**config.mk**
```make
export PLATFORM = sky130hd
export DESIGN_NAME = mario_vram_arbiter
export DESIGN_NICKNAME = d
export VERILOG_FILES = /design/src/rtl/mario_vram_pkg.sv /design/src/rtl/mario_vram_arbiter.sv
export SDC_FILE = /design/constraint.sdc
export NUM_CORES = 1
export LEC_CHECK = 0
export ABC_AREA = 1
export BUFFER_PORTS_ARGS = -buffer_cell sky130_fd_sc_hd__buf_2
export CORE_ASPECT_RATIO = 1.4
export CORE_MARGIN = 3
export CORE_UTILIZATION = 30
export CTS_BUF_LIST = sky130_fd_sc_hd__clkbuf_4 sky130_fd_sc_hd__clkbuf_8 sky130_fd_sc_hd__clkbuf_16
export DETAILED_ROUTE_END_ITERATION = 16
export GPL_TIMING_DRIVEN = 0
export PLACE_DENSITY = 0.61
export SYNTH_ARGS = -nofsm -noshare
export SYNTH_HDL_FRONTEND = slang
export SYNTH_SLANG_ARGS = --single-unit
```
**constraint.sdc**
```tcl
create_clock -name I_CLK -period 1.55 [get_ports I_CLK]
set_clock_uncertainty 0.1 [all_clocks]
set_input_delay 0.155 -clock I_CLK [delete_from_list [all_inputs] [get_ports I_CLK]]
set_output_delay 0.155 -clock I_CLK [all_outputs]
set_load 0.01 [all_outputs]
```
**src/rtl/mario_vram_pkg.sv**
```systemverilog
// Shared types and constants for the Mario VRAM arbiter.
package mario_vram_pkg;

  typedef enum logic [1:0] {
    ST_IDLE = 2'd0,
    ST_VID  = 2'd1,
    ST_CPU  = 2'd2,
    ST_ACK  = 2'd3
  } state_e;

  localparam logic [2:0] SLOT_MATCH = 3'b111;
  localparam int unsigned CNT_W     = 2;

endpackage

```
**src/rtl/mario_vram_arbiter.sv**
```systemverilog
// VRAM arbiter: video tile fetches (priority, 1-deep pending) and CPU read/write access.
// Optional MARIO_VRAM_CPU_BLANK_ONLY_EN restricts CPU grants to the blanking interval.
module mario_vram_arbiter
  import mario_vram_pkg::*;
#(
  parameter int unsigned ADDR_W  = 10,
  parameter int unsigned DATA_W  = 8,
  parameter int unsigned RAM_LAT = 1
) (
  input  logic              I_CLK,
  input  logic              I_RST,
  input  logic              I_PIX_CE,
  input  logic [9:0]        I_H_CNT,
  input  logic              I_C_BLANKn,
  input  logic [ADDR_W-1:0] I_VID_ADDR,
  output logic [DATA_W-1:0] O_VID_DATA,
  output logic              O_VID_VALID,
  output logic              O_VID_MISS,
  input  logic              I_CPU_REQ,
  input  logic              I_CPU_WE,
  input  logic [ADDR_W-1:0] I_CPU_ADDR,
  input  logic [DATA_W-1:0] I_CPU_WDATA,
  output logic [DATA_W-1:0] O_CPU_RDATA,
  output logic              O_CPU_ACK,
  output logic              O_CPU_WAIT,
  output logic [ADDR_W-1:0] O_RAM_ADDR,
  output logic              O_RAM_WE,
  output logic [DATA_W-1:0] O_RAM_WDATA,
  input  logic [DATA_W-1:0] I_RAM_RDATA
);

  state_e            state_q, state_d;
  logic [CNT_W-1:0]  cnt_q, cnt_d;
  logic              pend_q, pend_d;
  logic [ADDR_W-1:0] pend_addr_q, pend_addr_d;
  logic              seen_low_q, seen_low_d;
  logic              cpu_we_q, cpu_we_d;
  logic [DATA_W-1:0] vid_data_q, vid_data_d;
  logic              vid_valid_q, vid_valid_d;
  logic              vid_miss_q, vid_miss_d;
  logic [DATA_W-1:0] cpu_rdata_q, cpu_rdata_d;
  logic              cpu_ack_q, cpu_ack_d;
  logic [ADDR_W-1:0] ram_addr_q, ram_addr_d;
  logic              ram_we_q, ram_we_d;
  logic [DATA_W-1:0] ram_wdata_q, ram_wdata_d;

  logic slot_c;
  logic cpu_new_c;
  logic cpu_ok_c;
  logic lat_done_c;
  logic unused_h_cnt_c;

  assign slot_c         = I_PIX_CE & (I_H_CNT[2:0] == SLOT_MATCH) & I_C_BLANKn;
  assign cpu_new_c      = I_CPU_REQ & seen_low_q;
  assign lat_done_c     = (cnt_q == CNT_W'(RAM_LAT - 1));
  assign unused_h_cnt_c = ^I_H_CNT[9:3];

`ifdef MARIO_VRAM_CPU_BLANK_ONLY_EN
  assign cpu_ok_c = ~I_C_BLANKn;
`else
  assign cpu_ok_c = 1'b1;
`endif

  // Next-state and registered-output logic
  always_comb begin
    state_d     = state_q;
    cnt_d       = cnt_q;
    pend_d      = pend_q;
    pend_addr_d = pend_addr_q;
    seen_low_d  = seen_low_q;
    cpu_we_d    = cpu_we_q;
    vid_data_d  = vid_data_q;
    vid_valid_d = 1'b0;
    vid_miss_d  = 1'b0;
    cpu_rdata_d = cpu_rdata_q;
    cpu_ack_d   = 1'b0;
    ram_addr_d  = ram_addr_q;
    ram_we_d    = 1'b0;
    ram_wdata_d = ram_wdata_q;

    if (!I_CPU_REQ) begin
      seen_low_d = 1'b1;
    end

    // A slot that cannot be served now is queued; a second one drops the first
    if (slot_c && (state_q != ST_IDLE)) begin
      pend_d      = 1'b1;
      pend_addr_d = I_VID_ADDR;
      vid_miss_d  = pend_q;
    end

    case (state_q)
      ST_IDLE: begin
        if (slot_c || pend_q) begin
          state_d    = ST_VID;
          cnt_d      = '0;
          ram_addr_d = slot_c ? I_VID_ADDR : pend_addr_q;
          pend_d     = 1'b0;
          vid_miss_d = slot_c & pend_q;
        end else if (cpu_new_c && cpu_ok_c) begin
          state_d     = ST_CPU;
          cnt_d       = '0;
          ram_addr_d  = I_CPU_ADDR;
          ram_wdata_d = I_CPU_WDATA;
          ram_we_d    = I_CPU_WE;
          cpu_we_d    = I_CPU_WE;
          seen_low_d  = 1'b0;
        end
      end
      ST_VID: begin
        if (lat_done_c) begin
          state_d     = ST_IDLE;
          vid_data_d  = I_RAM_RDATA;
          vid_valid_d = 1'b1;
        end else begin
          cnt_d = cnt_q + 1'b1;
        end
      end
      ST_CPU: begin
        if (lat_done_c) begin
          state_d   = ST_ACK;
          cpu_ack_d = 1'b1;
          if (!cpu_we_q) begin
            cpu_rdata_d = I_RAM_RDATA;
          end
        end else begin
          cnt_d = cnt_q + 1'b1;
        end
      end
      ST_ACK: begin
        state_d = ST_IDLE;
      end
      default: begin
        state_d = ST_IDLE;
      end
    endcase
  end

  always_ff @(posedge I_CLK) begin
    if (I_RST) begin
      state_q     <= ST_IDLE;
      cnt_q       <= '0;
      pend_q      <= 1'b0;
      pend_addr_q <= '0;
      seen_low_q  <= 1'b1;
      cpu_we_q    <= 1'b0;
      vid_data_q  <= '0;
      vid_valid_q <= 1'b0;
      vid_miss_q  <= 1'b0;
      cpu_rdata_q <= '0;
      cpu_ack_q   <= 1'b0;
      ram_addr_q  <= '0;
      ram_we_q    <= 1'b0;
      ram_wdata_q <= '0;
    end else begin
      state_q     <= state_d;
      cnt_q       <= cnt_d;
      pend_q      <= pend_d;
      pend_addr_q <= pend_addr_d;
      seen_low_q  <= seen_low_d;
      cpu_we_q    <= cpu_we_d;
      vid_data_q  <= vid_data_d;
      vid_valid_q <= vid_valid_d;
      vid_miss_q  <= vid_miss_d;
      cpu_rdata_q <= cpu_rdata_d;
      cpu_ack_q   <= cpu_ack_d;
      ram_addr_q  <= ram_addr_d;
      ram_we_q    <= ram_we_d;
      ram_wdata_q <= ram_wdata_d;
    end
  end

  assign O_VID_DATA  = vid_data_q;
  assign O_VID_VALID = vid_valid_q;
  assign O_VID_MISS  = vid_miss_q;
  assign O_CPU_RDATA = cpu_rdata_q;
  assign O_CPU_ACK   = cpu_ack_q;
  assign O_CPU_WAIT  = I_CPU_REQ & ~cpu_ack_q;
  assign O_RAM_ADDR  = ram_addr_q;
  assign O_RAM_WE    = ram_we_q;
  assign O_RAM_WDATA = ram_wdata_q;

endmodule
```
* After elaboration in Yosys (flattened, before gate mapping)
Index checks and enable logic that the tools add are counted.
Widths: inputs -> output; s select.
** Storage, ports and cells
- Output and inout bits :: 39
- Bits in writable memories :: 0
- Bits in latches :: 0
- Register bits :: 55
- Input port bits :: 52
- Bits in read-only memories :: 0
- Memories :: 0
** Operators by class
- Div/mod/pow operators :: 0
- Eq/ne operators :: 8
- Order comparisons :: 0
- Reduce and logical (&&, ||, !) cells :: 17
- Multipliers :: 0
- Bitwise logic cells :: 12
- Muxes and demuxes :: 23
- Add/sub/neg operators :: 1
- Shift operators :: 0
** Operators with widths (number)
- $mux 10 :: 3
- $mux 2 :: 7
- $reduce_and 3->1 :: 4
- $mux 1 :: 11
- $pmux 2 s4 :: 1
- $not 1->1 :: 7
- $ne 2x2->1 const B :: 3
- $reduce_bool 2->1 :: 3
- $reduce_or 2->1 :: 3
- $and 1x1->1 :: 5
- $eq 2x2->1 const B :: 2
- $logic_not 2->1 :: 2
- $pmux 2 s2 :: 1
- $reduce_and 2->1 :: 2
- $reduce_or 4->1 :: 1
- $eq 3x3->1 const B :: 1
- $ne 3x3->1 const B :: 1
- $add 2x1->2 const B :: 1
- $eq 2x1->1 const B :: 1
- $logic_and 1x1->1 :: 1
- $logic_or 1x1->1 :: 1

* Longest topological paths before layout
Gate-level depths: netlist of run 1.
- Depth in word-level cells :: 7
- Mapped depth :: 9
- Gate-level depth less buffers :: 9

* Least setup slack after synthesis of run 1
Ideal clock, no wire load.
- Path type :: reg2reg
- Start :: register state_q[0]
- End :: register cnt_q[1]
- Arrival time :: 1.277 ns
- Library setup time :: 0.115 ns
- Stages on the path, launching flop included :: 9
- Path slack :: 0.058 ns
- Cells stage by stage :: dfxtp_1 > inv_1 > ha_1 > inv_1 > or2_2 > o21ai_0 > nand3_1 > nand2_1 > nor2_1
** Between the ends
- Word-level cells in the longest chain between the ends :: 4
** Ends and longest elaborated chain
- start: declaration :: RTL line mario_vram_arbiter.sv:32 : state_e state_q, state_d;
- start signal: assignment :: RTL line mario_vram_arbiter.sv:156 : state_q <= state_d;
- $eq 2x2->1 or $eq 2x1->1 (tied branches) :: RTL line mario_vram_arbiter.sv:92 : case (state_q)
- $reduce_or 2->1 (no line)
- $ne 2x2->1 (no line) or $reduce_bool 2->1 (tied branches)
- $reduce_and 3->1 (no line)
- end signal: assignment :: RTL line mario_vram_arbiter.sv:157 : cnt_q <= cnt_d;
- end: declaration :: RTL line mario_vram_arbiter.sv:33 : logic [CNT_W-1:0] cnt_q, cnt_d;
Parallel ways exist; a longest one is shown, timed or not.
A chain may end at the register's enable or synchronous reset.

* Final worst setup path of run 1
- Start :: register state_q[0]
- End :: register cpu_rdata_q[3] (netlist: O_CPU_RDATA[3])
** Between the ends
- Word-level cells in the longest chain between the ends :: 2
** Ends and longest elaborated chain
- $eq 2x2->1 :: RTL line mario_vram_arbiter.sv:92
- $reduce_and 3->1 (no line)
- end signal: assignment :: RTL line mario_vram_arbiter.sv:165 : cpu_rdata_q <= cpu_rdata_d;
- end: declaration :: RTL line mario_vram_arbiter.sv:41 : logic [DATA_W-1:0] cpu_rdata_q, cpu_rdata_d;
Every way passes these cells.

==> impl_metrics.env, run 1 <==
export IMPL_worstSetupPathType="flip-flop to flip-flop"
export IMPL_dp_slack_ns=-0.106
export IMPL_synth_flop_cell="dfxtp_1"
export IMPL_synth_enable_flop_cells=0
export IMPL_syn_area_per_cell_sq_um=7.39
export IMPL_wl_per_cell_um=12.7
export IMPL_cp_end_kind="flip-flop"
export IMPL_synth_compound_area_share_pct=8.93
export IMPL_cts_tree="yes"
export IMPL_dieWidth_um=82.0
export IMPL_first_iter_violations=78
export IMPL_final_layout_size_suffix_gt1_share_pct=31.7
export IMPL_htreeDepth=2
export IMPL_vias=2516
export IMPL_clock_latency_ns=0.31
export IMPL_synthToLayoutAreaGrowth_pct=34.6
export IMPL_path_clk_slew_ns=0.11
export IMPL_ant_nets=0
export IMPL_report_final_hold_viol_count=0
export IMPL_crit_start="state_q[0]"
export IMPL_ys_warn_count=0
export IMPL_synth_common_cells="nand2_1 (66), nor2_1 (62), dfxtp_1 (55)"
export IMPL_cts_sinks=55
export IMPL_place_gp_congestion=0.796
export IMPL_worstHoldStart="I_VID_ADDR[2]"
export IMPL_grt_pass1_wl_mm=10.9
export IMPL_placed_cells=511
export IMPL_muxShareOfSynthArea_pct=0
export IMPL_routed_wl_mm=6.74
export IMPL_cap_violations=0
export IMPL_initial_utilization_pct=31.1
export IMPL_ys_top_cells_by_area="dfxtp_1 (45%), nand2_1 (10%), nor2_1 (9.6%), nand3_1 (7.2%), a21oi_1 (4.5%)"
export IMPL_period_share_pct=96.2
export IMPL_layout_nets=487
export IMPL_vias_per_cell=4.73
export IMPL_core_area_sq_um=7800
export IMPL_ios=91
export IMPL_synth_top_family_by_area="simple AND/OR/NAND/NOR gates"
export IMPL_diodes=0
export IMPL_worstPathCellList="inv_2, ha_2, nand2_2, nor2_4, clkinvlp_4, nor2_1, nor2_1"
export IMPL_yosys_area_share_simple_pct=36.5
export IMPL_antenna_found_initial=0
export IMPL_drv_slew=0
export IMPL_synth_xor_area_share_pct=0
export IMPL_synth_most_common_cell="nand2_1"
export IMPL_synth_nets=384
export IMPL_peakVddDrop_v=0.000542
export IMPL_async_flop_share_pct=0
export IMPL_status="completed"
export IMPL_start_kind="flip-flop"
export IMPL_grt_usage_pct=14.9
export IMPL_setup_viol=0
export IMPL_synth_cell_types=23
export IMPL_fin_ws_ns=0.0582
export IMPL_arrival_ns=1.60
export IMPL_fin_crit_ns=1.49
export IMPL_crit_top_cell="nor2_1"
export IMPL_fp_row_count=38
export IMPL_hold_path_class="input pin to flip-flop"
export IMPL_required_ns=1.65
export IMPL_cts_buffers=5
export IMPL_worst_pin_slew_ns=0.591
export IMPL_power_leakage_nw=1.52
export IMPL_fillers=837
export IMPL_cpPeakStageDelay_ns=0.34
export IMPL_synthCells=328
export IMPL_die_area_sq_um=9210
export IMPL_synth_area_sq_um=2420
export IMPL_worst_path_max_delay_cell="dfxtp_2"
export IMPL_yosysTopAreaCell="dfxtp_1"
export IMPL_seq_area_frac_synth_pct=45.4
export IMPL_maxSlewHeadroom_pct=60.6
export IMPL_p_per_area_nw_per_um2=1550
export IMPL_clockBufferDepth=2
export IMPL_yosys_area_share_adder_pct=2.07
export IMPL_rsz0062_at_grt="yes"
export IMPL_r2r_start="state_q[0]"
export IMPL_fin_cells=532
export IMPL_grt_pass1_vias=2432
export IMPL_crit_fanout=8
export IMPL_gr_total_overflow=0
export IMPL_ys_ff_latch=55
export IMPL_dr_pass1_iters=4
export IMPL_drc=0
export IMPL_dpl_hpwl_mm=5.17
export IMPL_io_buffers=83
export IMPL_cts_root_buffer="clkbuf_8"
export IMPL_die_h_um=112
export IMPL_grt_max_degree=18
export IMPL_yosys_area_top_type_share_pct=45.4
export IMPL_clock_fmax_mhz=670
-- final cells by class --
type | instances | area, sq um | area share (%)
Clock inverter | 2 | 38.8 | 1.19
Inverter | 16 | 63.8 | 1.96
Sequential cell | 55 | 1100 | 33.8
Buffer | 16 | 106 | 3.26
Timing Repair Buffer | 97 | 548 | 16.8
Tap cell | 100 | 125 | 3.84
Multi-Input combinational cell | 240 | 1200 | 36.8
Clock buffer | 6 | 76.3 | 2.34
-- cells by family after synthesis --
| logic type | after synthesis |
|---|---|
| AO/OA/AOI/OAI | 41 |
| AND/OR/NAND/NOR | 195 |
| buffers and inverters | 33 |
| flip-flops | 55 |
| adder cells (fa/ha/maj) | 4 |
-- report_power, final --
group,total (mW),internal [mW],switching [mW]
Clock,0.988,0.507,0.481
Sequential,1.92,1.75,0.168
Combinational,2.16,0.892,1.27
Total,5.07,3.15,1.92
-- final timing paths --
kind	end	slack, ns	depth (start not counted)
worst max-delay path	O_CPU_RDATA[3]	0.06	7
worst min-delay path	pend_addr_q[2]	0.01	3
worst max register to register	O_CPU_RDATA[3]	0.06	7
worst min register to register	O_RAM_WDATA[5]	0.36	2
-- state kept, by name, indices dropped and copies added, names as in the netlist --
signal       count
cpu_we_q         1
O_VID_DATA       8
pend_q           1
cnt_q            2
O_VID_MISS       1
seen_low_q       1
state_q          2
O_CPU_ACK        1
O_RAM_WDATA      8
O_RAM_ADDR      10
O_RAM_WE         1
O_CPU_RDATA      8
O_VID_VALID      1
pend_addr_q     10
-- through the flow --
stage | setup TNS (ns) | power [mW] | area (sq um) | util [%] | hold WS, ns
finish | 0 | 5.07 | 3260 | 41.8 | 0.00971
global route | -0.263 | 5.46 | 3260 | 41.8 | 0.0113
CTS | -0.0737 | 4.95 | 3200 | 41.1 | 0.00139
detailed placement | -1.31 | 3.88 | 2960 | 38.0 | 0.280
global placement | -1.20 | 3.86 | 2960 | 38.0 | 0.284
floorplan | 0 | 3.22 | 2420 | - | 0.132
-- repair_timing --
item | CTS | global route
pin swaps | 0 | 6
resized for setup | 6 | 16
hold buffers | 11 | 0
setup endpoints to repair | 20 | 32
setup buffers | 0 | 3
hold endpoints to repair | 12 | 0
-- metal layers --
| layer | vias to the layer above | part of all wire (%) | global-route usage (%) |
|---|---|---|---|
| li1 | 1275 | - | - |
| met3 | 11 | 6.1 | 3.05 |
| met4 | 0 | 1.6 | 5.88 |
| met5 | - | 0 | 0 |
| met2 | 83 | 50 | 26.7 |
| met1 | 1147 | 43 | 16.8 |
-- layout by cell type (no fill, tap or decap), drive strengths merged --
cell         count
buf             98
nand2           71
nor2            66
dfxtp           55
nand3           36
a21oi           22
o21ai           19
inv             16
dlygate4sd3     11
nand3b          10
clkbuf          10
nand4            9
ha               4
nor3             2
clkinvlp         1
or2              1
bufinv           1
-- worst max-delay path: cells and delay by family, from the launching register on --
family,cells,cell delay (ns)
DFF,1,0.34
adders and majority gates,1,0.21
buffers and inverters,2,0.29
and+or+nand+nor,4,0.44
Power figures use the tool's default switching activity.
==> run 2: changes to the inputs <==
--- a/config.mk
+++ b/config.mk
@@ -13,6 +13,7 @@
 export CTS_BUF_LIST = sky130_fd_sc_hd__clkbuf_4 sky130_fd_sc_hd__clkbuf_8 sky130_fd_sc_hd__clkbuf_16
 export DETAILED_ROUTE_END_ITERATION = 16
 export GPL_TIMING_DRIVEN = 0
+export MAX_ROUTING_LAYER = met4
 export PLACE_DENSITY = 0.61
 export SYNTH_ARGS = -nofsm -noshare
 export SYNTH_HDL_FRONTEND = slang
==> constraint.sdc (replaced) <==
create_clock -name I_CLK -period 1.55 [get_ports I_CLK]
set_clock_uncertainty 0.1 [all_clocks]
set_input_delay 0.0775 -clock I_CLK [delete_from_list [all_inputs] [get_ports I_CLK]]
set_output_delay 0.0775 -clock I_CLK [all_outputs]
set_load 0.01 [all_outputs]
==> run 2 against run 1 <==
Against the previous run:
- sequential share of layout area shrank 2.5 points
- worst hold slack worse by 0.0041 ns
- via count increased by 3.4%
- first-iteration DRC count decreased by 2.6%
- critical path type unchanged
- register-to-register slack about the same
- cell count rose by 4.9%
- critical path depth stayed put
- count of clock-buffer cells in the layout unchanged
- worst setup slack better by 0.0024 ns
- largest cell class unchanged
- core utilization is 3.3 points higher
- global-route usage increased by 0.92 points
==> impl_metrics.env, run 2 (synthesized netlist as in run 1, its figures left out) <==
export IMPL_cp_buffers_inverters=2
export IMPL_fin_crit_ns=1.49
export IMPL_switching_share_pct=37.6
export IMPL_io_buffers=83
export IMPL_ant_nets=0
export IMPL_worst_pin_slew_ns=0.565
export IMPL_path_clk_slew_ns=0.11
export IMPL_routed_wl_mm=6.92
export IMPL_ios=91
export IMPL_drc=0
export IMPL_required_ns=1.66
export IMPL_arrival_ns=1.59
export IMPL_gr_total_overflow=0
export IMPL_clockBufferDepth=2
export IMPL_core_area_sq_um=7800
export IMPL_grt_pass1_wl_mm=11.2
export IMPL_hold_path_class="input pin to flip-flop"
export IMPL_final_common_cell="buf_2"
export IMPL_p_clk_share_pct=19.4
export IMPL_place_gp_congestion=0.807
export IMPL_die_area_sq_um=9210
export IMPL_design_area_sq_um=3520
export IMPL_maxSlewHeadroom_pct=62.3
export IMPL_setup_viol=0
export IMPL_rsz0062_at_grt="yes"
export IMPL_grt_pass1_vias=2557
export IMPL_crit_fanout=8
export IMPL_cts_root_buffer="clkbuf_8"
export IMPL_cts_buffers=5
export IMPL_power_leakage_nw=1.63
export IMPL_antenna_found_initial=0
export IMPL_layout_nets=513
export IMPL_p_sw_mw=1.92
export IMPL_wl_per_cell_um=12.4
export IMPL_drv_slew=0
export IMPL_dp_slack_ns=-0.106
export IMPL_cp_end_kind="flip-flop"
export IMPL_status="completed"
export IMPL_whs_ns=0.00556
export IMPL_crit_top_cell="nor2_1"
export IMPL_cpLargestDelayFamily="simple AND/OR/NAND/NOR gates"
export IMPL_die_h_um=112
export IMPL_final_util_pct=45.2
export IMPL_post_dp_cell_area_sq_um=2960
export IMPL_dr_pass1_iters=4
export IMPL_htreeDepth=2
export IMPL_diodes=0
export IMPL_fin_tns_setup_ns=0
export IMPL_fin_cells=558
export IMPL_initial_utilization_pct=31.1
export IMPL_p_int_mw=3.20
export IMPL_worst_path_max_delay_cell="dfxtp_2"
export IMPL_worstPathCellList="inv_2, ha_2, nand2_2, nor2_4, clkinvlp_4, nor2_1, nor2_1"
export IMPL_vias_per_cell=4.66
export IMPL_fin_total_pwr_mw=5.12
export IMPL_final_layout_size_suffix_gt1_share_pct=29.9
export IMPL_clock_latency_ns=0.31
export IMPL_placed_cells=511
export IMPL_p_per_area_nw_per_um2=1450
export IMPL_period_share_pct=96.1
export IMPL_peakVddDrop_v=0.000556
export IMPL_combPwrFrac_pct=43.1
export IMPL_dieWidth_um=82.0
export IMPL_dpl_hpwl_mm=5.17
export IMPL_report_final_hold_viol_count=0
export IMPL_fin_ws_ns=0.0606
export IMPL_cts_sinks=55
export IMPL_grt_max_degree=18
export IMPL_start_kind="flip-flop"
export IMPL_first_iter_violations=76
export IMPL_cap_violations=0
export IMPL_final_cell_mix="buf_2 (87), nand2_1 (62), nor2_1 (58), dfxtp_1 (53), dlygate4sd3_1 (37)"
export IMPL_fp_row_count=38
export IMPL_cts_tree="yes"
export IMPL_fillers=816
export IMPL_worstSetupPathType="flip-flop to flip-flop"
export IMPL_cpPeakStageDelay_ns=0.34
export IMPL_clock_fmax_mhz=671
export IMPL_synthToLayoutAreaGrowth_pct=45.3
export IMPL_grt_usage_pct=15.9
export IMPL_seq_power_share_pct=37.5
export IMPL_vias=2602
run 2: cell count changes in the layout (fill, tap and decap cells not counted), sizes merged:
cell	before	now
dlygate4sd3	11	37
run 2: worst paths after layout:
check | endpoint | slack [ns] | cells past startpoint | start
max | O_CPU_RDATA[3] | 0.06 | 7 | state_q[0]
min | O_RAM_ADDR[6] | 0.006 | 5 | I_CPU_ADDR[6]
max reg2reg | O_CPU_RDATA[3] | 0.06 | 7 | state_q[0]
min reg2reg | O_RAM_WDATA[5] | 0.36 | 2 | O_RAM_WDATA[5]
run 2: final cells by class:
| class | instances | area, sq um | share of cell area [%] |
|---|---|---|---|
| buffer | 16 | 106 | 3.02 |
| clock buffer | 6 | 76.3 | 2.17 |
| multi-input combinational | 240 | 1200 | 34.1 |
| inverter | 16 | 63.8 | 1.81 |
| clock inverter | 2 | 38.8 | 1.10 |
| timing repair buffer | 123 | 808 | 22.9 |
| tap | 100 | 125 | 3.55 |
| sequential | 55 | 1100 | 31.3 |
run 2: tightest hold or removal path, delay by kind of cell:
kind / cells / cell delay [ns]
buf+inv: 1 / 0.07
simple gates: 4 / 0.24
run 2: layer usage:
metal / GRT usage, % / part of all wire (%) / wire length [um]
met5: - / 0 / 0
met2: 28.2 / 51 / 3510
met3: 3.05 / 5.9 / 406
met4: 6.10 / 1.7 / 117
met1: 16.8 / 42 / 2890
run 2: power groups by stage:
stage | Combinational [mW] | Clock (mW) | Sequential [mW]
6_report | 2.21 | 0.992 | 1.92
5_1_grt | 2.49 | 1.08 | 1.96
4_1_cts | 2.07 | 1.02 | 1.92
3_5_place_dp | 1.94 | 0 | 1.95
3_3_place_gp | 1.93 | 0 | 1.93
2_1_floorplan | 1.17 | 0 | 2.06
run 2: repair_timing:
action | CTS | global route
endpoints found under the setup margin | 20 | 31
pin swaps | 0 | 5
setup buffers | 0 | 3
gates resized for setup | 6 | 16
hold endpoints to repair | 47 | 0
hold buffers | 37 | 0
==> run 3: changes to the inputs <==
--- a/config.mk
+++ b/config.mk
@@ -18,3 +18,4 @@
 export SYNTH_ARGS = -nofsm -noshare
 export SYNTH_HDL_FRONTEND = slang
 export SYNTH_SLANG_ARGS = --single-unit
+export TNS_END_PERCENT = 50
==> constraint.sdc (replaced) <==
create_clock -name I_CLK -period 1.55 [get_ports I_CLK]
set_clock_uncertainty 0.1 [all_clocks]
set_input_delay 0.2325 -clock I_CLK [delete_from_list [all_inputs] [get_ports I_CLK]]
set_output_delay 0.2325 -clock I_CLK [all_outputs]
set_load 0.01 [all_outputs]
==> run 3 against run 2 <==
Against the previous run:
- fmax up 0.91%
- via count down 5.3%
- cell count down 6.6%
- largest cell class unchanged
==> impl_metrics.env, run 3 (synthesized netlist as in run 1, its figures left out) <==
export IMPL_drv_slew=0
export IMPL_ios=91
export IMPL_arrival_ns=1.58
export IMPL_rsz0062_at_grt="yes"
export IMPL_top_layer="met4"
export IMPL_m1WireLength_mm=2.84
export IMPL_cpPeakStageDelay_ns=0.34
export IMPL_fin_cells=521
export IMPL_final_layout_size_suffix_gt1_share_pct=32.5
export IMPL_final_common_cell="buf_2"
export IMPL_io_buffers=83
export IMPL_final_util_pct=40.5
export IMPL_ant_nets=0
export IMPL_clockBufferDepth=2
export IMPL_core_area_sq_um=7800
export IMPL_die_area_sq_um=9210
export IMPL_fin_total_pwr_mw=5.06
export IMPL_clock_fmax_mhz=678
export IMPL_antenna_found_initial=0
export IMPL_wl_per_cell_um=12.8
export IMPL_cp_end_kind="flip-flop"
export IMPL_peakVddDrop_v=0.000541
export IMPL_required_ns=1.66
export IMPL_grt_max_degree=18
export IMPL_crit_top_cell="nor2_1"
export IMPL_dr_pass1_iters=4
export IMPL_hold_path_class="input pin to flip-flop"
export IMPL_initial_utilization_pct=31.1
export IMPL_vias=2463
export IMPL_gr_total_overflow=0
export IMPL_status="completed"
export IMPL_grt_usage_pct=15.1
export IMPL_cts_sinks=55
export IMPL_die_h_um=112
export IMPL_cts_tree="yes"
export IMPL_worst_pin_slew_ns=0.554
export IMPL_cts_root_buffer="clkbuf_8"
export IMPL_period_share_pct=95.2
export IMPL_dpl_hpwl_mm=5.17
export IMPL_cap_violations=0
export IMPL_clock_latency_ns=0.31
export IMPL_grt_pass1_vias=2373
export IMPL_drc=0
export IMPL_routed_wl_mm=6.65
export IMPL_crit_fanout=8
export IMPL_diodes=0
export IMPL_grt_pass1_wl_mm=10.7
export IMPL_first_iter_violations=81
export IMPL_cts_buffers=5
export IMPL_path_clk_slew_ns=0.10
export IMPL_synthToLayoutAreaGrowth_pct=30.5
export IMPL_fp_row_count=38
export IMPL_r2r_setup_slack_ns=0.07
export IMPL_power_leakage_nw=1.48
export IMPL_place_gp_congestion=0.807
export IMPL_worstSetupPathType="flip-flop to flip-flop"
export IMPL_fillers=849
export IMPL_start_kind="flip-flop"
export IMPL_report_final_hold_viol_count=0
export IMPL_p_per_area_nw_per_um2=1600
export IMPL_placed_cells=511
export IMPL_final_cell_mix="buf_2 (87), nand2_1 (62), nor2_1 (58), dfxtp_1 (53), nand3_1 (35)"
export IMPL_met3_length_um=431
export IMPL_htreeDepth=2
export IMPL_vias_per_cell=4.73
export IMPL_met2WireLength_mm=3.25
export IMPL_worstPathCellList="inv_1, ha_2, nand2_2, nor2_4, clkinvlp_4, nor2_1, nor2_1"
export IMPL_setup_viol=0
export IMPL_fin_crit_ns=1.48
export IMPL_maxSlewHeadroom_pct=63.0
export IMPL_dieWidth_um=82.0
export IMPL_worst_path_max_delay_cell="dfxtp_1"
export IMPL_layout_nets=476
## run 3: cell count changes in the layout (fill, tap and decap cells not counted)
cell | previous run | this run
dlygate4sd3_1 | 37 | 0
ha_2 | 2 | 1
ha_4 | 1 | 2
## run 3: final cells by class
cell class / count / area [sq um] / share of cell area (%)
Multi-Input combinational cell: 240 / 1210 / 38.3
Sequential cell: 55 / 1100 / 34.9
Timing Repair Buffer: 86 / 438 / 13.9
Tap cell: 100 / 125 / 3.96
Buffer: 16 / 106 / 3.36
Clock buffer: 6 / 76.3 / 2.41
Inverter: 16 / 63.8 / 2.02
Clock inverter: 2 / 38.8 / 1.23
## run 3: where the power goes
part	switching, mW	internal (mW)	total, mW	leakage [nW]
Combinational	1.26	0.886	2.15	0.967
Clock	0.487	0.507	0.994	0.0592
Sequential	0.169	1.75	1.92	0.450
## run 3: repair_timing
item | in CTS | in global routing
hold buffers | 0 | 0
gates cloned | 0 | 0
buffers inserted | 0 | 3
setup endpoints to repair | 20 | 31
pin swaps | 0 | 7
gates resized for setup | 6 | 17
## run 3: path summary, 6_finish.rpt
kind,from,end,depth (start not counted)
setup / recovery,cnt_q[0],O_CPU_RDATA[3],7
hold / removal,I_RST,pend_q,2
setup reg to reg,cnt_q[0],O_CPU_RDATA[3],7
hold reg to reg,O_RAM_WDATA[5],O_RAM_WDATA[5],2
## run 3: per-stage QoR
step | hold WS, ns | area [sq um] | setup slack, ns | TNS (ns)
finish | 0.0327 | 3160 | 0.0740 | 0
detailed placement | 0.348 | 2960 | -0.106 | -1.31
CTS | 0.0236 | 3090 | -0.0414 | -0.0737
global placement | 0.345 | 2960 | -0.104 | -1.20
floorplan | 0.209 | 2420 | 0.0581 | 0
global route | 0.0320 | 3160 | -0.0213 | -0.0731
## run 3: layer usage
layer / GRT usage (%) / vias up
li1: - / 1253
met1: 16.9 / 1125
met2: 26.0 / 74
met3: 2.89 / 11
met4: 5.88 / 0
met5: - / -
## run 3: critical path: cells and delay by family, from the launching register on
| kind | cells | cell delay (ns) |
|---|---|---|
| and+or+nand+nor | 4 | 0.45 |
| adders and majority gates | 1 | 0.21 |
| buffers and inverters | 2 | 0.27 |
| DFF | 1 | 0.34 |
